## src/rtl/mc_eject_unit.sv

```systemverilog
`timescale 1ns/1ps
// Multicast ejection unit: ejects the local copy of a flit to the core and
// re-injects the residual destination list. Optional statistics: MC_EJECT_STATS_EN.
module mc_eject_unit #(
  parameter int FLIT_WIDTH     = 64,
  parameter int DST_LIST_WIDTH = 25,
  parameter int LOCAL_BIT      = 0,
  parameter int FIFO_DEPTH     = 4
) (
  input  logic                      clk,
  input  logic                      rst_n,
  input  logic                      in_valid,
  output logic                      in_ready,
  input  logic [FLIT_WIDTH-1:0]     in_flit,
  input  logic [DST_LIST_WIDTH-1:0] in_dst_list,
  output logic                      ej_valid,
  input  logic                      ej_ready,
  output logic [FLIT_WIDTH-1:0]     ej_flit,
  output logic                      reinj_valid,
  input  logic                      reinj_ready,
  output logic [FLIT_WIDTH-1:0]     reinj_flit,
  output logic [DST_LIST_WIDTH-1:0] reinj_dst_list,
  output logic                      misroute_err
`ifdef MC_EJECT_STATS_EN
  ,
  output logic [15:0]               stat_ej_cnt,
  output logic [15:0]               stat_reinj_cnt,
  output logic [15:0]               stat_err_cnt
`endif
);

  localparam int AW = $clog2(FIFO_DEPTH);
  localparam logic [AW:0] DEPTH_C = (AW+1)'(FIFO_DEPTH);
  localparam logic [DST_LIST_WIDTH-1:0] LOCAL_MASK =
    {{(DST_LIST_WIDTH-1){1'b0}}, 1'b1} << LOCAL_BIT;

  logic [FLIT_WIDTH-1:0]     r_mem [FIFO_DEPTH];
  logic [AW-1:0]             r_wr_ptr;
  logic [AW-1:0]             r_rd_ptr;
  logic [AW:0]               r_count;
  logic                      r_reinj_valid;
  logic [FLIT_WIDTH-1:0]     r_reinj_flit;
  logic [DST_LIST_WIDTH-1:0] r_reinj_dst;
  logic                      r_misroute;

  logic                      w_accept;
  logic                      w_loc;
  logic [DST_LIST_WIDTH-1:0] w_res;
  logic                      w_push;
  logic                      w_pop;
  logic                      w_reinj_hs;

  // All three interfaces use valid/ready: a transfer happens on a rising edge
  // where both are high; a producer holds valid and data stable until then.
  // in_ready depends only on registered state, so nothing loops through it.
  assign in_ready   = (r_count != DEPTH_C) && !r_reinj_valid;
  assign w_accept   = in_valid && in_ready;
  assign w_loc      = in_dst_list[LOCAL_BIT];
  assign w_res      = in_dst_list & ~LOCAL_MASK;
  assign w_push     = w_accept && w_loc;
  assign w_pop      = (r_count != '0) && ej_ready;
  assign w_reinj_hs = r_reinj_valid && reinj_ready;

  assign ej_valid       = (r_count != '0);
  assign ej_flit        = r_mem[r_rd_ptr];
  assign reinj_valid    = r_reinj_valid;
  assign reinj_flit     = r_reinj_flit;
  assign reinj_dst_list = r_reinj_dst;
  assign misroute_err   = r_misroute;

  // Storage array carries no reset; its contents are only visible via a valid count.
  always_ff @(posedge clk) begin
    if (w_push) r_mem[r_wr_ptr] <= in_flit;
  end

  always_ff @(posedge clk or negedge rst_n) begin
    if (!rst_n) begin
      r_wr_ptr <= '0;
      r_rd_ptr <= '0;
      r_count  <= '0;
    end else begin
      if (w_push) r_wr_ptr <= r_wr_ptr + AW'(1);
      if (w_pop)  r_rd_ptr <= r_rd_ptr + AW'(1);
      case ({w_push, w_pop})
        2'b10:   r_count <= r_count + (AW+1)'(1);
        2'b01:   r_count <= r_count - (AW+1)'(1);
        default: r_count <= r_count;
      endcase
    end
  end

  // Accept and handshake never coincide: in_ready is low while a replica is held.
  always_ff @(posedge clk or negedge rst_n) begin
    if (!rst_n) begin
      r_reinj_valid <= 1'b0;
      r_reinj_flit  <= '0;
      r_reinj_dst   <= '0;
      r_misroute    <= 1'b0;
    end else begin
      r_misroute <= w_accept && !w_loc;
      if (w_accept && (w_res != '0)) begin
        r_reinj_valid <= 1'b1;
        r_reinj_flit  <= in_flit;
        r_reinj_dst   <= w_res;
      end else if (w_reinj_hs) begin
        r_reinj_valid <= 1'b0;
      end
    end
  end

`ifdef MC_EJECT_STATS_EN
  logic [15:0] r_stat_ej;
  logic [15:0] r_stat_reinj;
  logic [15:0] r_stat_err;

  always_ff @(posedge clk or negedge rst_n) begin
    if (!rst_n) begin
      r_stat_ej    <= '0;
      r_stat_reinj <= '0;
      r_stat_err   <= '0;
    end else begin
      if (w_push && (r_stat_ej != 16'hFFFF))        r_stat_ej    <= r_stat_ej + 16'd1;
      if (w_reinj_hs && (r_stat_reinj != 16'hFFFF)) r_stat_reinj <= r_stat_reinj + 16'd1;
      if (w_accept && !w_loc && (r_stat_err != 16'hFFFF))
        r_stat_err <= r_stat_err + 16'd1;
    end
  end

  assign stat_ej_cnt    = r_stat_ej;
  assign stat_reinj_cnt = r_stat_reinj;
  assign stat_err_cnt   = r_stat_err;
`endif

endmodule

```

## config.mk

```make
export PLATFORM = sky130hd
export DESIGN_NAME = mc_eject_unit
export DESIGN_NICKNAME = d
export VERILOG_FILES = /design/src/rtl/mc_eject_unit.sv
export SDC_FILE = /design/constraint.sdc
export NUM_CORES = 1
export LEC_CHECK = 0
export CAP_MARGIN = 20
export CORE_UTILIZATION = 52
export CTS_CLUSTER_SIZE = 40
export DETAILED_ROUTE_END_ITERATION = 8
export PLACE_DENSITY = 0.79
export SYNTH_ARGS = -nofsm -noshare
export SYNTH_HDL_FRONTEND = slang
export SYNTH_SLANG_ARGS = --single-unit
```

## constraint.sdc

```tcl
create_clock -name clk -period 3.69 [get_ports clk]
set_input_delay 1.107 -clock clk [delete_from_list [all_inputs] [get_ports clk]]
set_output_delay 1.107 -clock clk [all_outputs]
set_load 0.02 [all_outputs]
```

==> results by group <==
Run status
  • Status: complete, no violations

CTS
  • Post CTS Setup Buffer Count: 2
  • CTS root buffer: clkbuf_16
  • Post_cts resized: 0
  • Worst-Skew Late Latency: just over 500 ps
  • CTS sink cnt: between 300 and 400
  • Reg clk slew, reported paths: roughly 60 ps
  • Post-CTS Hold Fix Bufs: 0
  • Number of CTS-inserted buffers: 37
  • CTS tree: built
  • H-tree depth: 2
  • Clock buffer depth: 3

Finish
  • Most frequent cells in the layout: 256 x edfxtp_1, 248 x clkdlybuf4s50_1, 95 x dfrtp_1, 64 x mux4_2, 60 x mux2_4
  • Layout cells sized above 1: about a quarter
  • Nets: 958
  • Synth-to-layout area growth: 31.55%
  • Fin util: between 60 and 70%
  • Leading cell type in the layout, fill and taps excluded: edfxtp_1
  • Final Non-Filler Cells: about 1200
  • Post-route cell area: 17530 um^2

Floorplan
  • Initial Util: between 50% and 60%
  • Die width: between 150 and 200 um
  • I/O pin count: 251
  • Core outline area: 25180 um^2
  • Die area: 26270 um^2
  • Row cnt: 58
  • Vert. Die Dim: 162.1 um

STA
  • Final hold violation count: 0
  • Unrepaired setup endpoints after global routing: no
  • Final WS setup: ~220 ps
  • Period Utilization, post-route: between 90% and 100%
  • Hold_ws: 505.4 ps
  • Final Slew Violations: 0
  • Setup Viol. Count Final: 0
  • Least-Margin Pin Slew: between 500 and 600 ps
  • Fin crit period: about 3500 ps
  • Worst-case clock skew: approximately 14 ps
  • Fmax: ~290 MHz
  • Max transition margin: about three fifths
  • Total negative slack: 0 ps

Logic synthesis
  • #FFs+latches synth: roughly 350
  • Syn nets: 676
  • Synth warnings: 0
  • Mapped Cells: ~580
  • Register area share after synthesis: around three quarters
  • Cell Area, Synth: 13320 um^2
  • Yosys cell types: 35
  • Syn_area_per_cell: between 20 and 25 um^2

Pwr
  • Pwr per Cell Area: 852.5 nW/um^2
  • Post-layout power: around 15 mW
  • Leak pwr: roughly 6.3 nW
  • Worst vdd ir: 0.7316 mV

Global routing
  • First-pass GRT wire length: 41710 um
  • Largest net degree at the start of global routing: 65
  • Total grt overflow: 0
  • Number of global-route vias before repair: roughly 7300
  • Initial antenna violation count: 1
  • Total GRT Usage: between 20% and 30%

Routing
  • Detailed-route wire length per cell: between 20 and 25 um
  • DR vias/cell: about 5.4
  • Number of routed nets with antenna violations: 0
  • Via count: around 6600
  • # DRC: 0
  • Detailed-route wire length: 27070 um
  • DR iter-0 viols: 358
  • Drt pass-1 iters: 5

Place
  • Detailed Place HPWL: 17530 um
  • Inst Count DP: around 1100
  • Placed inst area: around 16000 um^2
  • Setup WS pre-CTS: 400.8 ps
  • Port bufs: about 250
  • Placer Congestion: about 0.81

Worst setup path
  • Data arrival time of the critical path: between 2000 and 2500 ps
  • Critical path cell sequence: buf_12, mux4_2, clkdlybuf4s50_1
  • Critical path startpoint category: flip-flop
  • Critical path capture point type: primary output
  • Critical path class: reg2out
  • CP max-delay cell: clkdlybuf4s50_1
  • Required @ worst endpoint: between 2000 and 3000 ps
  • Critical path fanouts, max: 22
  • Reg2Reg Setup Slack: 1500 ps
  • Max incr delay on CP: ~600 ps

Run
  • Max-cap viol count: 0

Worst hold path
  • Worst Hold Class: reg2reg
[report_power, final]
group / internal, mW / switching, mW / total, mW
Sequential: 5.06 / 0.408 / 5.46
Combinational: 3.14 / 2.77 / 5.90
Clock: 2.16 / 1.42 / 3.58
[worst max-delay path: cells and delay by family, from the launching register on]
family	cells	cell delay, ps
buffers and inverters	2	840
multiplexers	1	540
flip-flops	1	480
[final cells by class]
type | instances | area (um^2)
timing repair buffer | 268 | 2795
sequential | 353 | 10120
inverter | 6 | 22.52
antenna | 1 | 2.502
fill | 1489 | 7654
clock buffer | 56 | 1039
tap | 330 | 412.9
multi-input combinational | 192 | 2998
clock inverter | 10 | 138.9
[logic make-up (layout without fill, tap and decap cells)]
family	count (synthesis)	in the layout	synth area share, %
xor+xnor	6	6	0.3945
fa+ha+maj	6	6	0.6198
simple gates	20	20	1.033
compound gates	13	13	0.7888
other cells	1	2	0.02814
mux	146	146	19.43
buf+inv	31	340	1.794
flops	353	353	75.91
[state kept, by name, indices dropped and copies added (netlist names)]
signal / count
reinj_valid: 1
r_count: 3
misroute_err: 1
reinj_flit: 64
r_rd_ptr: 2
r_mem: 256
r_wr_ptr: 2
reinj_dst_list: 24
[final timing paths]
check	start	to	cells after the start
setup / recovery	r_rd_ptr[0]$_DFFE_PN0P_	ej_flit[12]	3
hold / removal	reinj_dst_list[5]$_DFFE_PN0P_	reinj_dst_list[5]$_DFFE_PN0P_	1
setup reg to reg	reinj_valid$_DFFE_PN0P_	r_count[1]$_DFFE_PN0P_	7
hold reg to reg	reinj_dst_list[5]$_DFFE_PN0P_	reinj_dst_list[5]$_DFFE_PN0P_	1
max in group asynchronous	rst_n	r_wr_ptr[1]$_DFFE_PN0P_	2
min in group asynchronous	rst_n	reinj_flit[58]$_DFFE_PN0P_	1
[metal layers]
metal	GRT usage, %	vias up	routed length, um
li1	-	2881	-
met1	27.88	3397	10970
met4	5.360	0	529
met3	5.388	47	2127
met5	0	-	0
met2	35.41	280	13440
[cell usage after synthesis]
cell type  number  area share [%]
o21ai_0         1           0.038
mux2_4         60             6.8
buf_12          6            0.90
dfrtp_1        97              18
nor4_1          2           0.094
mux2_2         20             1.7
a22o_1          8            0.53
buf_6           1           0.085
a21oi_1         1           0.038
and3_1          4            0.19
clkbuf_1        7            0.20
nor2b_1         1           0.047
mux4_2         64              11
ha_1            5            0.47
xor2_1          3            0.20
o21ai_2         1           0.066
xnor2_1         3            0.20
or3_1           1           0.047
nor2_1          2           0.056
mux2i_1         1           0.075
fa_1            1            0.15
and2_1          1           0.047
mux2_1          1           0.085
nand4_1         1           0.047
nand2b_1        1           0.047
o21a_1          1           0.056
inv_1           6            0.17
nor4_2          4            0.38
buf_2           5            0.19
a21oi_2         1           0.066
buf_4           3            0.17
buf_1           3           0.085
edfxtp_1      256              58
nand2_1         3           0.085
conb_1          1           0.028
No activity file was read; power rests on OpenSTA's default activity.
